[src/rtl/reg_dump_pkg.sv]
// reg_dump_pkg: shared state enum and framing constants for the register dump reader.
// REG_DUMP_INDEX_EN adds a leading index byte (HDR state) to every register frame.
package reg_dump_pkg;
    localparam int BYTES_PER_WORD = 4;
`ifdef REG_DUMP_INDEX_EN
    localparam int FRAME_LEN = BYTES_PER_WORD + 1;
    typedef enum logic [2:0] {IDLE, LOAD, HDR, SEND, FIN} state_e;
`else
    localparam int FRAME_LEN = BYTES_PER_WORD;
    typedef enum logic [2:0] {IDLE, LOAD, SEND, FIN} state_e;
`endif
endpackage

[src/rtl/reg_dump_shifter.sv]
// reg_dump_shifter: 32-bit snapshot of one register, streamed out little-endian one byte per advance.
module reg_dump_shifter
    import reg_dump_pkg::*;
(
    input  logic        clk,
    input  logic        rst,
    input  logic        load_i,
    input  logic        adv_i,
    input  logic [31:0] data_i,
    output logic [7:0]  byte_o,
    output logic        last_o
);
    localparam int CW = $clog2(BYTES_PER_WORD);
    logic [31:0]   shadow_q;
    logic [CW-1:0] cnt_q;
    always_ff @(posedge clk) begin
        if (rst) begin
            shadow_q <= '0;
            cnt_q    <= '0;
        end else if (load_i) begin
            shadow_q <= data_i;
            cnt_q    <= '0;
        end else if (adv_i) begin
            cnt_q    <= cnt_q + 1'b1;
        end
    end
    assign byte_o = shadow_q[8*cnt_q +: 8];
    assign last_o = cnt_q == CW'(BYTES_PER_WORD - 1);
endmodule

[src/rtl/reg_dump_reader.sv]
// reg_dump_reader: walks registers FIRST_REG..LAST_REG through one read port and streams them as bytes.
// Define REG_DUMP_INDEX_EN to prefix each 4-byte frame with the register index.
module reg_dump_reader
    import reg_dump_pkg::*;
#(
    parameter int FIRST_REG = 0,
    parameter int LAST_REG  = 31
) (
    input  logic        clk,
    input  logic        rst,
    input  logic        start,
    output logic        busy,
    output logic        done,
    output logic [4:0]  rs_addr,
    input  logic [31:0] rd_data,
    output logic        out_valid,
    input  logic        out_ready,
    output logic [7:0]  out_byte
);
    if (FIRST_REG > LAST_REG || FIRST_REG < 0 || LAST_REG > 31) begin : g_bad_range
        $error("reg_dump_reader: need 0 <= FIRST_REG <= LAST_REG <= 31");
    end
    state_e     state_q, state_d;
    logic [4:0] idx_q, idx_d;
    logic       load, adv, last;
    logic [7:0] sh_byte;
    reg_dump_shifter u_shifter (
        .clk    (clk),
        .rst    (rst),
        .load_i (load),
        .adv_i  (adv),
        .data_i (rd_data),
        .byte_o (sh_byte),
        .last_o (last)
    );
    always_ff @(posedge clk) begin
        if (rst) begin
            state_q <= IDLE;
            idx_q   <= 5'd0;
        end else begin
            state_q <= state_d;
            idx_q   <= idx_d;
        end
    end
    always_comb begin
        state_d = state_q;
        idx_d   = idx_q;
        load    = 1'b0;
        adv     = 1'b0;
        case (state_q)
            IDLE: if (start) begin
                state_d = LOAD;
                idx_d   = 5'(FIRST_REG);
            end
            LOAD: begin
                load = 1'b1;
`ifdef REG_DUMP_INDEX_EN
                state_d = HDR;
`else
                state_d = SEND;
`endif
            end
`ifdef REG_DUMP_INDEX_EN
            HDR: state_d = out_ready ? SEND : HDR;
`endif
            SEND: if (out_ready) begin
                adv = 1'b1;
                if (last) begin
                    state_d = idx_q == 5'(LAST_REG) ? FIN : LOAD;
                    idx_d   = idx_q == 5'(LAST_REG) ? idx_q : idx_q + 5'd1;
                end
            end
            FIN: state_d = IDLE;
            default: state_d = IDLE;
        endcase
    end
    // idx doubles as the registered read address: it already holds the next register at LOAD.
    assign rs_addr = idx_q;
    assign busy    = state_q != IDLE;
    assign done    = state_q == FIN;
`ifdef REG_DUMP_INDEX_EN
    assign out_valid = state_q == SEND || state_q == HDR;
    assign out_byte  = state_q == HDR ? {3'b000, idx_q} : state_q == SEND ? sh_byte : 8'h00;
`else
    assign out_valid = state_q == SEND;
    assign out_byte  = state_q == SEND ? sh_byte : 8'h00;
`endif
endmodule

[config.mk]
export PLATFORM = sky130hd
export DESIGN_NAME = reg_dump_reader
export DESIGN_NICKNAME = d
export VERILOG_FILES = /design/src/rtl/reg_dump_pkg.sv /design/src/rtl/reg_dump_shifter.sv /design/src/rtl/reg_dump_reader.sv
export SDC_FILE = /design/constraint.sdc
export NUM_CORES = 1
export LEC_CHECK = 0
export ABC_AREA = 1
export CAP_MARGIN = 15
export CORE_UTILIZATION = 30
export CTS_CLUSTER_DIAMETER = 120
export DETAILED_ROUTE_END_ITERATION = 10
export SLEW_MARGIN = 20
export SYNTH_ARGS = -nofsm -noshare
export SYNTH_HDL_FRONTEND = slang
export SYNTH_HIERARCHICAL = 1
export SYNTH_SLANG_ARGS = --single-unit
[constraint.sdc]
create_clock -name clk -period 4.19 [get_ports clk]
set_input_delay 0.838 -clock clk [delete_from_list [all_inputs] [get_ports clk]]
set_output_delay 0.838 -clock clk [all_outputs]
set_load 0.05 [all_outputs]
# After elaboration in Yosys (flattened, before gate mapping)
# Index checks and enable logic that the tools add are counted.
dict set report word_totals {
  romBits 0
  elab_cells 36
  latch_bits 0
  ff_bits 42
  mem_bits_rw 0
  memories 0
  inputBits 36
}
dict set report classes {
  eq_ne 9
  n_bitwise 0
  n_div 0
  shift 1
  add_sub_neg 2
  n_lt_le_gt_ge 0
  n_mux 14
  multipliers 0
  n_reduce_logical 6
}
# operator n
set ops {}
lappend ops {{32-bit by 6-bit variable part select with 8-bit output} 1}
lappend ops {{5-bit two-way mux} 4}
lappend ops {{5-bit case mux with 2 select lines} 1}
lappend ops {{3-bit two-way mux} 3}
lappend ops {{3-bit case mux with 3 select lines} 1}
lappend ops {{8-bit two-way mux} 1}
lappend ops {{3-bit by 2-bit == test with 1-bit output (second input constant)} 2}
lappend ops {{5-bit by 1-bit adder with 5-bit output (second input constant)} 1}
lappend ops {{5-bit == test (second input constant)} 1}
lappend ops {{5-bit AND reduction} 1}
lappend ops {{2-bit by 1-bit inequality test with 1-bit output (second input constant)} 2}
lappend ops {{2-bit inequality test (second input constant)} 2}
lappend ops {{3-bit by 1-bit == test with 1-bit output (second input constant)} 1}
lappend ops {{3-bit zero test} 1}
lappend ops {{1-bit two-way mux} 3}
lappend ops {{3-bit AND reduction} 1}
lappend ops {{3-bit nonzero test} 1}
lappend ops {{2-bit by 1-bit adder with 2-bit output (second input constant)} 1}
lappend ops {{2-bit == test (second input constant)} 1}
lappend ops {{2-bit two-way mux} 1}
lappend ops {{2-bit nonzero test} 1}
lappend ops {{2-bit OR reduction} 1}

# Longest topological paths before layout
dict set report depth {
  depth_word 5
  depth_mapped 9
}

# By module
# The synthesis kept the hierarchy.
# mod cells_per_inst seq_area_each_um2 instances area_per_inst_um2
set by_module_without_submodules {}
lappend by_module_without_submodules {reg_dump_shifter 244 680.7 1 1625.3}
lappend by_module_without_submodules {reg_dump_reader 78 140.1 1 493.0}

# Worst setup path before layout
# OpenSTA, ideal clock, no wires.
dict set report synth_path {
  path_type {reg2out}
  from {register u_shifter.cnt_q[0]}
  to {output out_byte[0]}
  t_arrival_ns 1.478
  t_required_ns 3.352
  path_slack_ns 1.874
  stages_incl_launch_ff 9
  n_path_buf 2
  path_cell_list {dfxtp_1 buf_6 inv_4 buf_6 nand2_1 nand3_1 nand2_1 inv_1 nor2_1}
}
dict set report synth_via {
  elab_chain_cells 2
}
# element line_no
set synth_lines {}
lappend synth_lines {{start: declaration} reg_dump_shifter.sv:15} ;# logic [CW-1:0] cnt_q;
lappend synth_lines {{start signal: assignment} reg_dump_shifter.sv:24} ;# cnt_q <= cnt_q + 1'b1;
lappend synth_lines {{32-bit by 6-bit variable part select with 8-bit output} reg_dump_shifter.sv:27} ;# assign byte_o = shadow_q[8*cnt_q +: 8];
lappend synth_lines {{named net sh_byte[0]} reg_dump_reader.sv:26} ;# logic [7:0] sh_byte;
lappend synth_lines {{8-bit two-way mux} reg_dump_reader.sv:86} ;# assign out_byte = state_q == SEND ? sh_byte : 8'h00;
lappend synth_lines {{end: declaration} reg_dump_reader.sv:18} ;# output logic [7:0] out_byte
# The timed path passes the listed nets, and every way through them passes these cells.

# Worst setup path in the final report
dict set report layout_path {
  from {register u_shifter.cnt_q[0]}
  to {output out_byte[5]}
}
# Same word-level chain as after synthesis.

==> impl_metrics.csv <==
group,metric,value,unit
sta,whs,0.4945,ns
synth,syn_nets,361,
grt,grt_pass1_wl,8528,um
worst_setup_path,crit_fanout,19,
pwr,vdd_drop_max,0.1206,mV
clocking,post_cts_resized,0,
finish,final_cell_mix,"78 x nor2_1, 56 x nand2_1, 51 x clkdlybuf4s50_1",
drt,routed_wl,4885,um
synth,synth.area.top_cells,"dfxtp_1 39%, nor2_1 14%, nand2_1 9.9%",
drt,wl_met3,227,um
floorplanning,num_rows,30,
synth,synth.yosys.seq_area_share,38.75,%
clocking,cts_root_buf,"clkbuf_8",
drt,routedWlPerCell,10.53,um
synth,netlist-cell-type-count,22,
grt,grt-ovfl-total,0,
sta,max_freq,0.3037,GHz
worst_setup_path,start_kind,"flop",
floorplanning,start_util,31.18,%
finish,drive_gt1_share,6.793,%
synth,synthCells,322,
clocking,tritoncts,"yes",
grt,track_usage,14.48,%
clocking,clock_sinks,41,
status,status,"finished, final reports clean",
drt,routed_via_density,4.246,
drt,drtPass1Iterations,4,
finish,regArea,820.8,sq um
clocking,clkTransAtPathRegs,0.08,ns
sta,period_share,78.59,%
clocking,htree_levels,2,
sta,fin_crit,3.293,ns
drt,route.detailed.drc,0,
sta,rsz0062_at_grt,"false",
placed_design,globalplace.congestion,0.8120,
worst_setup_path,cp.arrival,2.45,ns
finish,final_common_cell,"nor2_1",
sta,setup_ws,0.8971,ns
drt,ant_nets,0,
synth,yosys.area.top_type,"dfxtp_1",
drt,highest_layer,"met4",
worst_setup_path,required,3.35,ns
worst_setup_path,crit_path_end_kind,"primary output",
sta,skew,0.009003,ns
finish,nNetsFinal,406,
synth,avgSynthCellArea,6.579,sq um
grt,grt_max_degree,36,
floorplanning,dieArea,7401,sq um
placed_design,dp.final_hpwl,3581,um
drt,met1Wirelength,2451,um
sta,max_slew.worst_pin.slew,0.6522,ns
floorplanning,boundaryPins,52,
sta,tns,0,ns
synth,ys_ff_latch,41,
worst_setup_path,path_class,"flop to primary output",
drt,vias,1970,
sta,hold_viol,0,
finish,num_antenna_cells,0,
run,maxCapViolCount,0,
finish,final_core_util,40.07,%
synth,synth_top_area_share,38.75,%
pwr,power_density,374.5,nW/um^2
clocking,cts_buffers,5,
clocking,cts_hold_buffers,0,
sta,max_slew_margin,56.46,%
synth,syn_area,2118,sq um
finish,nFillCells,759,
drt,drt_iter0_drc,52,
finish,syn_to_final_growth,28.53,%
floorplanning,fp.dieW,86.03,um
drt,met2RoutedLength,2160,um
finish,multi_input_comb_area,972.2,sq um
sta,setup-violations-final,0,
synth,yosys_warnings,6,
min_path,min_path_type,"flop to flop",
floorplanning,die_h,86.03,um
grt,antenna_found_initial,0,
clocking,cts_buffer_depth,2,
placed_design,place_ws,1.198,ns
finish,instances_no_fill,464,
sta,drv_slew,0,
placed_design,placed_cells,456,
floorplanning,core_region_area,6794,sq um
clocking,cts_setup_buffers,0,
pwr,p_leak,1.199,nW
clocking,clk_latency,0.29,ns
grt,grt_pass1_vias,1913,
placed_design,port_buffers,51,
cell type report:
cell class	count	area share (%)
Inverter	55	7.675
Tap cell	96	4.412
Timing Repair Buffer	52	19.03
Sequential cell	41	30.15
Clock inverter	2	0.3676
Multi-Input combinational cell	212	35.71
Clock buffer	6	2.665
worst max-delay path: stages (launching register included):
cell             delay (ns)
dfxtp_1                0.74
inv_4                  0.18
nand2_1                0.12
nand3_1                0.07
nand2_1                0.08
inv_1                  0.04
nor2_1                 0.11
clkdlybuf4s50_1        0.82
per-layer routing:
metal	track usage [%]	vias up
met5	0	-
met4	5.000	0
met3	3.946	5
met2	23.52	40
met1	18.47	855
li1	-	1070
synthesized netlist by cell type (all sizes together):
| cell | instances |
|---|---|
| a21boi | 1 |
| a21oi | 5 |
| a31oi | 1 |
| buf | 12 |
| clkbuf | 2 |
| dfxtp | 41 |
| ha | 3 |
| inv | 55 |
| nand2 | 57 |
| nand3 | 21 |
| nand4 | 4 |
| nor2 | 87 |
| o21ai | 33 |
through the flow:
| stage | power (mW) | area, sq um |
|---|---|---|
| floorplan | 0.7003 | 2118 |
| global placement | 0.7829 | 2640 |
| detailed placement | 0.7851 | 2640 |
| CTS | 1.034 | 2723 |
| global route | 1.094 | 2723 |
| finish | 1.020 | 2723 |
cells by family (layout without fill, tap and decap cells):
family          count (synthesis)  count (layout)  synth area share, %
flops                          41              41                38.75
simple gates                  169             169                34.38
buf+inv                        69             115                15.48
compound gates                 40              40                9.628
fa+ha+maj                       3               3                1.772
path summary, 6_finish.rpt:
| path | slack, ns | to | from | depth (start not counted) |
|---|---|---|---|---|
| worst min-delay path | 0.49 | rs_addr[4] | rs_addr[4] | 2 |
| worst max register to register | 2.51 | rs_addr[2] | rs_addr[0] | 9 |
| worst max-delay path | 0.90 | out_byte[5] | u_shifter/cnt_q[0] | 7 |
| worst min register to register | 0.49 | rs_addr[4] | rs_addr[4] | 2 |
sequential cells by signal, indices dropped and copies added, names as in the netlist:
| name | count |
|---|---|
| u_shifter/shadow_q | 32 |
| rs_addr | 5 |
| state_q | 2 |
| u_shifter/cnt_q | 2 |
where the power goes:
group | internal, mW | total (mW) | switching, mW
registers | 0.442 | 0.477 | 0.0343
clock network | 0.115 | 0.246 | 0.131
logic | 0.113 | 0.296 | 0.184
(Power assumes the default switching activity.)
